[src/rtl/rx_pkt_ctrl.sv]
// Packet-receive sequencer: arms the RX datapath, drains the byte FIFO after an access-address
// match, and forwards header+payload+CRC bytes over valid/ready. Option macro: RX_PKT_CTRL_TIMEOUT_EN.
module rx_pkt_ctrl #(
    parameter logic [7:0]  LEN_MASK = 8'h3F,
    parameter int unsigned TO_W     = 20
) (
    input  logic            clk,
    input  logic            rst_n,
    input  logic            go,
    input  logic            abort,
    input  logic [TO_W-1:0] to_cycles,
    output logic            rx_en,
    output logic            rx_start,
    input  logic            aa_found,
    input  logic            fifo_empty,
    output logic            fifo_rd_en,
    input  logic [7:0]      fifo_data,
    input  logic            crc_valid,
    output logic [7:0]      byte_out,
    output logic            byte_valid,
    input  logic            byte_ready,
    output logic            byte_last,
    output logic [7:0]      pdu_len,
    output logic            busy,
    output logic            done,
    output logic            crc_ok,
    output logic            timeout
);

    typedef enum logic [2:0] {
        S_IDLE, S_ARM, S_SEARCH, S_READ, S_WAIT, S_CHECK, S_END
    } state_t;

    state_t      state_q, state_d;
    logic [8:0]  cnt_q, cnt_d;
    logic [7:0]  byte_q, byte_d;
    logic        valid_q, valid_d;
    logic        last_q, last_d;
    logic [7:0]  len_q, len_d;
    logic        crc_ok_q, crc_ok_d;
    logic        timeout_q, timeout_d;
    logic        rd;
    logic        out_free;
    logic        is_last;

`ifdef RX_PKT_CTRL_TIMEOUT_EN
    logic [TO_W-1:0] to_cnt_q, to_cnt_d;
    logic [TO_W-1:0] to_inc;
    assign to_inc = to_cnt_q + 1'b1;
`else
    logic to_cycles_unused;
    assign to_cycles_unused = ^to_cycles;
`endif

    assign out_free = !valid_q || byte_ready;
    // Last byte index is 4 + payload length; the length is only known from index 1 on.
    assign is_last  = (cnt_q >= 9'd2) && (cnt_q == (9'd4 + {1'b0, len_q}));

    always_comb begin
        state_d   = state_q;
        cnt_d     = cnt_q;
        byte_d    = byte_q;
        valid_d   = valid_q;
        last_d    = last_q;
        len_d     = len_q;
        crc_ok_d  = crc_ok_q;
        timeout_d = timeout_q;
        rd        = 1'b0;
`ifdef RX_PKT_CTRL_TIMEOUT_EN
        to_cnt_d  = to_cnt_q;
`endif
        if (valid_q && byte_ready) begin
            valid_d = 1'b0;
            last_d  = 1'b0;
        end

        unique case (state_q)
            S_IDLE: begin
                if (go && !abort) begin
                    state_d   = S_ARM;
                    cnt_d     = '0;
                    len_d     = '0;
                    crc_ok_d  = 1'b0;
                    timeout_d = 1'b0;
                    valid_d   = 1'b0;
                    last_d    = 1'b0;
                end
            end
            S_ARM: begin
                state_d = S_SEARCH;
`ifdef RX_PKT_CTRL_TIMEOUT_EN
                to_cnt_d = '0;
`endif
            end
            S_SEARCH: begin
                if (aa_found) begin
                    state_d = S_READ;
`ifdef RX_PKT_CTRL_TIMEOUT_EN
                end else if ((to_cycles != '0) && (to_inc == to_cycles)) begin
                    timeout_d = 1'b1;
                    crc_ok_d  = 1'b0;
                    state_d   = S_END;
                end else begin
                    to_cnt_d = to_inc;
`endif
                end
            end
            S_READ: begin
                if (!fifo_empty && out_free) begin
                    rd      = 1'b1;
                    state_d = S_WAIT;
                end
            end
            S_WAIT: begin
                byte_d  = fifo_data;
                valid_d = 1'b1;
                last_d  = is_last;
                cnt_d   = cnt_q + 9'd1;
                if (cnt_q == 9'd1) begin
                    len_d = fifo_data & LEN_MASK;
                end
                state_d = is_last ? S_CHECK : S_READ;
            end
            S_CHECK: begin
                if (valid_q && byte_ready) begin
                    crc_ok_d = crc_valid;
                    state_d  = S_END;
                end
            end
            S_END: begin
                state_d = S_IDLE;
            end
            default: begin
                state_d = S_IDLE;
            end
        endcase

        // Abort discards the in-flight byte but leaves the reported status untouched.
        if (abort && (state_q != S_IDLE)) begin
            state_d   = S_IDLE;
            valid_d   = 1'b0;
            last_d    = 1'b0;
            rd        = 1'b0;
            len_d     = len_q;
            crc_ok_d  = crc_ok_q;
            timeout_d = timeout_q;
        end
    end

    always_ff @(posedge clk or negedge rst_n) begin
        if (!rst_n) begin
            state_q   <= S_IDLE;
            cnt_q     <= '0;
            byte_q    <= '0;
            valid_q   <= 1'b0;
            last_q    <= 1'b0;
            len_q     <= '0;
            crc_ok_q  <= 1'b0;
            timeout_q <= 1'b0;
        end else begin
            state_q   <= state_d;
            cnt_q     <= cnt_d;
            byte_q    <= byte_d;
            valid_q   <= valid_d;
            last_q    <= last_d;
            len_q     <= len_d;
            crc_ok_q  <= crc_ok_d;
            timeout_q <= timeout_d;
        end
    end

`ifdef RX_PKT_CTRL_TIMEOUT_EN
    always_ff @(posedge clk or negedge rst_n) begin
        if (!rst_n) begin
            to_cnt_q <= '0;
        end else begin
            to_cnt_q <= to_cnt_d;
        end
    end
`endif

    assign rx_en      = (state_q == S_ARM) || (state_q == S_SEARCH) || (state_q == S_READ) ||
                        (state_q == S_WAIT) || (state_q == S_CHECK);
    assign rx_start   = (state_q == S_ARM);
    assign busy       = (state_q != S_IDLE);
    assign done       = (state_q == S_END);
    assign fifo_rd_en = rd;
    assign byte_out   = byte_q;
    assign byte_valid = valid_q;
    assign byte_last  = valid_q && last_q;
    assign pdu_len    = len_q;
    assign crc_ok     = crc_ok_q;
    assign timeout    = timeout_q;

endmodule

[config.mk]
export PLATFORM = sky130hd
export DESIGN_NAME = rx_pkt_ctrl
export DESIGN_NICKNAME = d
export VERILOG_FILES = /design/src/rtl/rx_pkt_ctrl.sv
export SDC_FILE = /design/constraint.sdc
export NUM_CORES = 1
export LEC_CHECK = 0
export BUFFER_PORTS_ARGS = -buffer_cell sky130_fd_sc_hd__buf_2
export CORE_UTILIZATION = 50
export CTS_BUF_LIST = sky130_fd_sc_hd__clkbuf_4 sky130_fd_sc_hd__clkbuf_8
export DETAILED_ROUTE_END_ITERATION = 8
export HOLD_SLACK_MARGIN = 0.1
export PLACE_DENSITY_LB_ADDON = 0.15
export SYNTH_ARGS = -nofsm -noshare
export SYNTH_HDL_FRONTEND = slang
export SYNTH_SLANG_ARGS = --single-unit
export TNS_END_PERCENT = 100
[constraint.sdc]
create_clock -name clk -period 2.4 [get_ports clk]
set_input_delay 0.12 -clock clk [delete_from_list [all_inputs] [get_ports clk]]
set_output_delay 0.12 -clock clk [all_outputs]
set_load 0.005 [all_outputs]
* Word level (Yosys, flattened, before mapping)
Cells that the tools add are included.
** Word-level totals
- Register bits :: 31
- Latch bits :: 0
- Memory bits (writable) :: 0
- Memory bits (read-only) :: 0
- Input port bits :: 36
- Output and inout bits :: 25
- Logic and storage cells :: 74
- Memories :: 0
** Operators by class
- $add $sub $neg :: 2
- $mul :: 0
- Div/mod/pow operators :: 0
- $lt $le $gt $ge :: 1
- Equal/unequal tests :: 15
- Shift-type cells :: 0
- Mux-type cells :: 26
- Bitwise gates (word level) :: 1
- Reduce and logical (&&, ||, !) cells :: 22
** Operators with widths (number)
- two-way mux 3 bit :: 6
- case mux 3 bit (6 select lines) :: 1
- case mux 9 bit (2 select lines) :: 1
- two-way mux 8 bit :: 2
- case mux 8 bit (2 select lines) :: 1
- != test 3 bit, second input constant :: 4
- AND reduction 4 bit :: 3
- two-way mux 1 bit :: 11
- adder 3 x 8 -> 9 bit, first input constant :: 1
- adder 9 x 1 -> 9 bit, second input constant :: 1
- == test 3 bit, second input constant :: 3
- == test 9 x 1 -> 1 bit, second input constant :: 1
- == test 9 bit :: 1
- >= comparator 9 x 2 -> 1 bit, second input constant :: 1
- two-way mux 9 bit :: 1
- == test 3 x 2 -> 1 bit, second input constant :: 2
- logical AND 1 bit :: 6
- != test 2 bit, second input constant :: 3
- case mux 1 bit (2 select lines) :: 3
- logical OR 1 bit :: 5
- nonzero test 2 bit :: 2
- == test 3 x 1 -> 1 bit, second input constant :: 1
- logical NOT 1 bit :: 3
- logical NOT 3 bit :: 1
- 3 further kinds :: 3

* Depth between registers and ports, before layout
Gate-level depths: netlist of run 1.
- Depth in word-level cells :: 6
- Depth in mapped cells :: 7
- Mapped depth without buffers :: 7

* Least setup slack after synthesis of run 1
OpenSTA, ideal clock, no wires.
- Path kind :: reg2reg
- Start :: register len_q[2], in the netlist pdu_len[2]
- End :: register last_q
- Arrival time :: 1999 ps
- Setup slack :: 318 ps
- Cell stages (with the launch flop) :: 7
- Path through :: dfrtp_1 ha_1 xnor2_1 nand3_1 or4_4 or4_1 o21ai_0
** On the way
- Word-level cells in the longest chain between the ends :: 5
** Ends and longest elaborated chain
- start: declaration :: line 39 : logic [7:0] len_q, len_d;
- start signal: assignment :: line 166 : len_q <= len_d;
- adder 3 x 8 -> 9 bit :: line 57 : assign is_last = (cnt_q >= 9'd2) && (cnt_q == (9'd4 + {1'b0, len_q}));
- == test 9 bit :: line 57
- logical AND 1 bit :: line 57
- case mux 1 bit (2 select lines) :: line 77 : unique case (state_q)
- two-way mux 1 bit :: line 139 : if (abort && (state_q != S_IDLE)) begin
- net last_d :: line 38 : logic last_q, last_d;
- end signal: assignment :: line 165 : last_q <= last_d;
- end: declaration :: line 38
The timed path passes the listed nets, and every way through them passes these cells.
A chain may end at the register's enable or synchronous reset.

* Final worst setup path of run 1
Ends and elaborated chain as after synthesis.

==> results of run 1 <==
power groups by stage:
stage          clock [W]  sequential [W]  combinational (W)
2_1_floorplan          0        0.000532          0.0000766
3_3_place_gp           0        0.000537           0.000135
3_5_place_dp           0        0.000538           0.000139
4_1_cts         0.000440        0.000529           0.000152
5_1_grt         0.000457        0.000533           0.000171
6_report        0.000429        0.000529           0.000151
sequential cells by signal, summed over array words and instances, names as in the netlist:
name,flops
byte_out,8
byte_valid,1
cnt_q,9
crc_ok,1
last_q,1
pdu_len,6
state_q,3
Yosys cell counts, drive strengths merged:
| library cell | number | area (sq um) |
|---|---|---|
| clkbuf | 7 | 27.5 |
| and2 | 2 | 13.8 |
| a31o | 1 | 8.76 |
| a211oi | 1 | 7.51 |
| nand2 | 40 | 150 |
| a21oi | 7 | 35.0 |
| nand3 | 4 | 20.0 |
| and4 | 1 | 8.76 |
| nand4b | 1 | 8.76 |
| a2111oi | 1 | 8.76 |
| a31oi | 2 | 12.5 |
| nor3 | 2 | 10.0 |
| xor2 | 2 | 17.5 |
| or4 | 2 | 18.8 |
| inv | 4 | 15.0 |
| dfrtp | 29 | 726 |
| buf | 3 | 22.5 |
| mux2i | 3 | 30.0 |
| o21ai | 12 | 60.1 |
| ha | 4 | 50.1 |
| o21a | 1 | 7.51 |
| nor2b | 6 | 37.5 |
| and3 | 6 | 38.8 |
| a221oi | 1 | 8.76 |
| conb | 1 | 3.75 |
| nor3b | 2 | 15.0 |
| o211ai | 1 | 7.51 |
| a2bb2oi | 1 | 8.76 |
| nor2 | 12 | 45.0 |
| a32o | 6 | 60.1 |
| nand4 | 4 | 25.0 |
| nor4b | 2 | 17.5 |
| nand2b | 3 | 18.8 |
| xnor2 | 5 | 43.8 |
cells by family (layout without fill, tap and decap cells):
logic type               count (synthesis)  after routing  synth area share
AND/OR/NAND/NOR                         87             87             0.269
AO/OA/AOI/OAI                           34             34             0.142
flip-flops                              29             29             0.457
buffers and inverters                   14             64            0.0409
XOR/XNOR                                 7              7            0.0386
adder cells (fa/ha/maj)                  4              4            0.0315
multiplexers                             3              3            0.0189
other                                    1              3           0.00236
cell type report:
class | instances | area (sq um)
Inverter | 4 | 15.0
Clock buffer | 7 | 58.8
Tap cell | 44 | 55.1
Multi-Input combinational cell | 138 | 806
Clock inverter | 1 | 30.0
Sequential cell | 29 | 726
Fill cell | 255 | 1010
Timing Repair Buffer | 52 | 323
worst min-delay path, stage by stage:
cell and delay [ns]:
buf_2 0.07, and3_1 0.13, a31o_2 0.09
worst max path at each step:
| stage | end | from | slack [ns] | cells past startpoint |
|---|---|---|---|---|
| after global placement | last_q | pdu_len[2] | 0.20 | 6 |
| after detailed placement | last_q | pdu_len[2] | 0.21 | 6 |
| after floorplan | last_q | pdu_len[2] | 0.32 | 6 |
| final | last_q | pdu_len[2] | 0.18 | 6 |
| after CTS | last_q | pdu_len[2] | 0.19 | 6 |
| after global routing | last_q | pdu_len[2] | 0.12 | 6 |
timing repair:
item                                   CTS  global route
endpoints found under the hold margin   44             0
buffers inserted                         0             0
hold buffers                            10             0
gates resized for setup                  0             0
placed cells by master (no fill, tap or decap), types with 4 or more instances in the layout:
| master | netlist | final |
|---|---|---|
| a21oi_1 | 7 | 7 |
| a32o_1 | 6 | 6 |
| and3_1 | 5 | 5 |
| buf_2 | 0 | 37 |
| buf_4 | 3 | 5 |
| clkbuf_4 | 0 | 6 |
| dfrtp_1 | 29 | 29 |
| dlygate4sd3_1 | 0 | 10 |
| ha_1 | 4 | 4 |
| inv_1 | 4 | 4 |
| nand2_1 | 40 | 40 |
| nand3_1 | 4 | 4 |
| nand4_1 | 4 | 4 |
| nor2_1 | 12 | 12 |
| nor2b_1 | 6 | 6 |
| o21ai_0 | 11 | 11 |
| xnor2_1 | 5 | 5 |
through the flow:
stage	util	hold WS (ns)	setup WS [ns]
floorplan	-	-0.176	0.318
global placement	0.602	0.180	0.200
detailed placement	0.602	0.182	0.210
CTS	0.665	0.106	0.186
global route	0.665	0.113	0.117
finish	0.665	0.115	0.182
routing by layer:
layer | track usage | share of wire | vias to the layer above
met5 | 0 | 0 | -
li1 | - | - | 723
met2 | 0.404 | 0.50 | 42
met4 | 0.116 | 0.033 | 0
met1 | 0.300 | 0.42 | 686
met3 | 0.0659 | 0.043 | 15
==> impl_metrics.ini, run 1 <==
[power]
p_sw_w = 0.000270
power_frac_comb = 0.136
totalPowerFinal_w = 0.00111
pwr_density_cell_nw_per_um2 = 551
peakVddDrop_uv = 382
power_leakage_nw = 0.984
netSwitchingFraction = 0.244
seq_power_share = 0.477
clkPwrFrac = 0.387
intPower_w = 0.000839

[grt]
grt_pass1_wl_mm = 6.18
first_global_vias = 1413
grt.total_usage = 0.245
antenna_found_initial = 0
grt-ovfl-total = 0
grt_max_degree = 30

[routing]
vias = 1466
firstDrtPassIters = 4
drt-total-wl_mm = 3.64
ant_nets = 0
wire_per_inst_microns = 13.2
vias_per_cell = 5.33
drt_iter0_drc = 50
drc = 0

[placement]
placed_cell_area_sq_um = 1820
routabilityCongestion = 0.855
port_buffers = 37
dp_hpwl_mm = 2.59
dpl.cell_count = 257

[timing]
timing.slew.headroom = 0.573
final_hold_viol_count = 0
slew_viol_final = 0
rsz0062_at_grt = false
tns_ns = 0
finClkSkew_ns = 0.00884
period_minus_slack_ns = 2.22
worst_pin_slew_ns = 0.631
max_freq_ghz = 0.451
fin_crit_sh = 0.924
finalSetupViolCount = 0

[min_path]
holdPathStages = 3
hold_end = crc_ok
worstHoldStart = crc_valid
hold_class = input pin to flop

[clock_tree]
cts_made_buffers = 5
htree_levels = 2
clock_latency_ns = 0.33
cts.reportedPaths.clkPinSlew_ns = 0.10
cts-root-buf = clkbuf_4
cts.path.max_buffers = 2
tritoncts = done
clkSinkCount = 29

[floorplan]
core_sq_um = 3030
ios = 61
rows = 20
start_util = 0.525
die_area_sq_um = 3410
die_h_microns = 58.4
die_w_microns = 58.4

[layout]
nets = 270
layout-drive-gt1-share = 0.234
fin_area_sq_um = 2010
stdcell_count = 275
num_antenna_cells = 0
area_delta_synth_final_pct = 26.7

[worst_setup_path]
reg2reg_to = last_q
crit_fanout = 5
rr_worst_depth = 6
required_ns = 2.64
crit_path_max_incr_delay_ns = 0.55
ff2ff_setup_slack_ns = 0.18
r2r-start = pdu_len[2]
crit_slowest_cell = or4_4
path_cells = ha_1 > xnor2_1 > o211ai_1 > or4_4 > or4_1 > o21ai_0
path_buf_inv = 0
crit_type = flop to flop
cp_top_family = simple AND/OR/NAND/NOR gates
end_kind = flop
start_kind = flop
crit_arrival_ns = 2.46

[synthesis]
avgSynthCellArea_sq_um = 8.88
ys_ff_latch = 29
synth_area_sq_um = 1590
syn_inst = 179
yosysUniqueCellTypes = 39
ys_seq_area_frac = 0.457
ys_warn_count = 0

[job]
max_cap_viol_count = 0

[status]
status = finished, final reports clean
(Power assumes the default switching activity.)
==> run 2: changes to the inputs <==
CTS_CLUSTER_DIAMETER = 80   (was unset)
clock period = 2.35 ns   (was 2.4 ns; I/O delays follow)
==> run 2 against run 1 <==
Net effect:
- global-route usage rose by 0.84 points
- clock skew decreased by 0.0011 ns
- via count up 2.6%
- flip-flop and latch count unchanged
- power fell by 2.9%
- sequential share of layout area up 0.16 points
- combinational power hardly changed
- critical path depth unchanged
- largest power group unchanged
==> impl_metrics.ini, run 2 (synthesis gave the netlist of run 1 again) <==
[floorplan]
die_area_sq_um = 3410
start_util = 0.525
die_h_microns = 58.4
core_sq_um = 3030
ios = 61
die_w_microns = 58.4
rows = 20

[timing]
rsz0062_at_grt = false
final_hold_viol_count = 0
finalSetupViolCount = 0
fin_crit_sh = 0.935
timing.slew.headroom = 0.580
slew_viol_final = 0
tns_ns = 0
max_freq_ghz = 0.455
period_minus_slack_ns = 2.20
worst_pin_slew_ns = 0.631
finClkSkew_ns = 0.00774

[worst_setup_path]
crit_path_max_incr_delay_ns = 0.54
start_kind = flop
ff2ff_setup_slack_ns = 0.15
end_kind = flop
r2r-start = pdu_len[3]
rr_worst_depth = 6
path_cells = ha_1 > xnor2_1 > o211ai_1 > or4_4 > or4_1 > o21ai_0
reg2reg_to = last_q
crit_type = flop to flop
crit_slowest_cell = or4_4
required_ns = 2.60
crit_fanout = 4
crit_path_start = pdu_len[3]
crit_arrival_ns = 2.44

[clock_tree]
cts.reportedPaths.clkPinSlew_ns = 0.09
cts-root-buf = clkbuf_4
cts_setup_buffers = 0
cts.path.max_buffers = 2
holdBufCountCts = 10
clkSinkCount = 29
clock_latency_ns = 0.33
cts_made_buffers = 5
tritoncts = done
cts-resized-gates = 0
htree_levels = 2

[power]
pwr_density_cell_nw_per_um2 = 537
peakVddDrop_uv = 379
power_leakage_nw = 0.981

[grt]
antenna_found_initial = 0
grt.total_usage = 0.253
first_global_vias = 1455
grt_max_degree = 30
grt_pass1_wl_mm = 6.38
grt-ovfl-total = 0

[routing]
drt_iter0_drc = 68
firstDrtPassIters = 4
drc = 0
ant_nets = 0
wire_per_inst_microns = 13.3
vias_per_cell = 5.47
vias = 1504
drt-total-wl_mm = 3.65

[layout]
num_antenna_cells = 0
max_flop_register = cnt_q
final_common_cell = nand2_1
layout-drive-gt1-share = 0.234
fin_area_sq_um = 2000
final_cell_mix = nand2_1 (40), buf_2 (37), dfrtp_1 (29)
largest_reg_flops = 9
area_delta_synth_final_pct = 26.1
nets = 271
stdcell_count = 275

[min_path]
hold_end = crc_ok
hold_class = input pin to flop
worstHoldStart = crc_valid
holdPathStages = 3

[placement]
port_buffers = 37
dpl.cell_count = 258
routabilityCongestion = 0.868
placed_cell_area_sq_um = 1830
dp_hpwl_mm = 2.64

[status]
status = finished, final reports clean

[job]
max_cap_viol_count = 0
run 2: cell types whose count changed in the layout (fill, tap and decap cells not counted):
cell,change
clkinv_2,+1
buf_4,+1
clkbuf_8,-1
clkbuf_4,-1
run 2: worst max-delay path, delay by kind of cell, from the launching register on:
| kind | cells | cell delay, ns |
|---|---|---|
| and+or+nand+nor | 2 | 1.02 |
| DFF | 1 | 0.42 |
| adders and majority gates | 1 | 0.26 |
| xor gates and xnor gates | 1 | 0.22 |
| AOI/OAI and AO/OA | 2 | 0.20 |
run 2: area by class of cell:
cell class / count / area (sq um)
multi-input combinational: 138 / 806
inverter: 4 / 15.0
fill: 253 / 1020
sequential: 29 / 726
clock inverter: 2 / 35.0
clock buffer: 5 / 37.5
tap: 44 / 55.1
timing repair buffer: 53 / 330
run 2: power breakdown:
part | internal, W | total, W | switching [W]
logic | 0.0000729 | 0.000154 | 0.0000815
registers | 0.000519 | 0.000541 | 0.0000224
clock network | 0.000216 | 0.000381 | 0.000165
total | 0.000808 | 0.00108 | 0.000269
run 2: how the worst max path moves through the flow:
stage / to / slack [ns] / cells past startpoint
after floorplan: last_q / 0.27 / 6
after global placement: last_q / 0.20 / 6
after detailed placement: last_q / 0.19 / 6
after CTS: last_q / 0.17 / 6
after global routing: last_q / 0.03 / 6
final: last_q / 0.15 / 6
run 2: per-stage QoR:
stage	hold WS [ns]	setup WS [ns]	total power, W	utilization
5_1_grt	0.130	0.0329	0.00113	0.662
3_5_place_dp	0.174	0.191	0.000693	0.605
3_3_place_gp	0.175	0.201	0.000686	0.605
6_report	0.126	0.152	0.00108	0.662
2_1_floorplan	-0.178	0.268	0.000622	-
4_1_cts	0.123	0.166	0.00109	0.662
run 2: routing by layer:
metal	GRT usage	vias to the layer above	wire, microns
li1	-	720	-
met1	0.315	720	1570
met2	0.425	57	1810
met3	0.0593	7	215
met4	0.105	0	51
met5	0	-	0
==> run 3: changes to the inputs <==
BUFFER_PORTS_ARGS = -buffer_cell sky130_fd_sc_hd__buf_4   (was -buffer_cell sky130_fd_sc_hd__buf_2)
==> run 3 against run 2 <==
Net effect:
- fmax increased by 1.1%
- die area is the same
- critical path depth did not move
- worst setup slack better by 0.024 ns
- register-to-register slack gained 0.02 ns
- clock-buffer cell count grew 2
==> impl_metrics.ini, run 3 (synthesis gave the netlist of run 1 again) <==
[clock_tree]
cts-root-buf = clkbuf_4
clkSinkCount = 29
clock_latency_ns = 0.32
cts.path.max_buffers = 2
cts.reportedPaths.clkPinSlew_ns = 0.09
cts_setup_buffers = 0
tritoncts = done
htree_levels = 2
cts_made_buffers = 5
cts-resized-gates = 0
holdBufCountCts = 10

[layout]
area_delta_synth_final_pct = 31.1
final_common_cell = buf_4
layout-drive-gt1-share = 0.234
stdcell_count = 275
largest_reg_flops = 9
fin_area_sq_um = 2080
num_antenna_cells = 0
final_cell_mix = buf_4 (43), nand2_1 (40), dfrtp_1 (29)
max_flop_register = cnt_q
nets = 271

[routing]
vias_per_cell = 5.41
vias = 1488
wire_per_inst_microns = 13.5
drt-total-wl_mm = 3.73
drc = 0
ant_nets = 0
firstDrtPassIters = 4
drt_iter0_drc = 81

[worst_setup_path]
cp_top_family = simple AND/OR/NAND/NOR gates
path_depth = 6
path_cells = ha_1 > xnor2_1 > nand3_1 > or4_4 > or4_1 > o21ai_0
crit_slowest_cell = or4_4
crit_fanout = 4
required_ns = 2.59
end_kind = flop
reg2reg_to = last_q
crit_arrival_ns = 2.41
crit_type = flop to flop
r2r-start = pdu_len[3]
start_kind = flop
rr_worst_depth = 6
ff2ff_setup_slack_ns = 0.18
path_buf_inv = 0
crit_path_max_incr_delay_ns = 0.56

[timing]
rsz0062_at_grt = false
finalSetupViolCount = 0
finClkSkew_ns = 0.00902
fin_crit_sh = 0.925
tns_ns = 0
whs_ns = 0.137
max_freq_ghz = 0.460
final_hold_viol_count = 0
timing.slew.headroom = 0.520
slew_viol_final = 0
period_minus_slack_ns = 2.17
worst_pin_slew_ns = 0.710

[status]
status = finished, final reports clean

[placement]
routabilityCongestion = 0.880
placed_cell_area_sq_um = 1920
dp_hpwl_mm = 2.61
port_buffers = 37
dpl.cell_count = 258

[floorplan]
rows = 20
die_area_sq_um = 3410
start_util = 0.525
die_h_microns = 58.4
die_w_microns = 58.4
core_sq_um = 3030
ios = 61

[min_path]
holdPathStages = 3
worstHoldStart = crc_valid
hold_class = input pin to flop
hold_end = crc_ok

[grt]
grt_pass1_wl_mm = 6.24
grt-ovfl-total = 0
first_global_vias = 1429
grt.total_usage = 0.250
grt_max_degree = 30
antenna_found_initial = 0

[power]
power_leakage_nw = 1.00
totalPowerFinal_w = 0.00103
pwr_density_cell_nw_per_um2 = 495
peakVddDrop_uv = 355

[job]
max_cap_viol_count = 0
## run 3: changes by cell type in the layout (fill, tap and decap cells not counted)
cell / change
buf_4: +37
clkbuf_4: +1
clkbuf_8: +1
clkinv_2: -1
buf_2: -37
bufinv_16: -1
## run 3: worst max-delay path by stage
stage | to | startpoint | slack [ns]
after floorplan | last_q | pdu_len[2] | 0.27
after global placement | last_q | pdu_len[3] | 0.20
after detailed placement | last_q | pdu_len[3] | 0.18
after CTS | last_q | pdu_len[3] | 0.16
after global routing | last_q | pdu_len[3] | 0.06
final | last_q | pdu_len[3] | 0.18
## run 3: cell type report
cell class	instances	area [sq um]
Inverter	4	15.0
Fill cell	248	945
Clock buffer	7	58.8
Sequential cell	29	726
Timing Repair Buffer	53	423
Multi-Input combinational cell	138	806
Tap cell	44	55.1
## run 3: routing by layer
metal,vias up,wire length (microns),part of all wire,global-route usage
met2,49,1860,0.50,0.397
met1,707,1620,0.43,0.320
li1,726,-,-,-
met3,6,180,0.048,0.0791
met4,0,65,0.017,0.102
met5,-,0,0,0
## run 3: per-stage QoR
stage | util | setup WS (ns)
floorplan | - | 0.268
global placement | 0.636 | 0.198
detailed placement | 0.636 | 0.177
CTS | 0.688 | 0.164
global route | 0.688 | 0.0567
finish | 0.688 | 0.176
## run 3: worst min-delay path, stage by stage
cell	delay, ns
buf_4	0.08
and3_1	0.14
a31o_2	0.09
## run 3: report_power, final
| part | switching, W | internal, W |
|---|---|---|
| clock | 0.000162 | 0.000152 |
| sequential | 0.0000232 | 0.000519 |
| combinational | 0.0000817 | 0.0000933 |
| total | 0.000267 | 0.000764 |
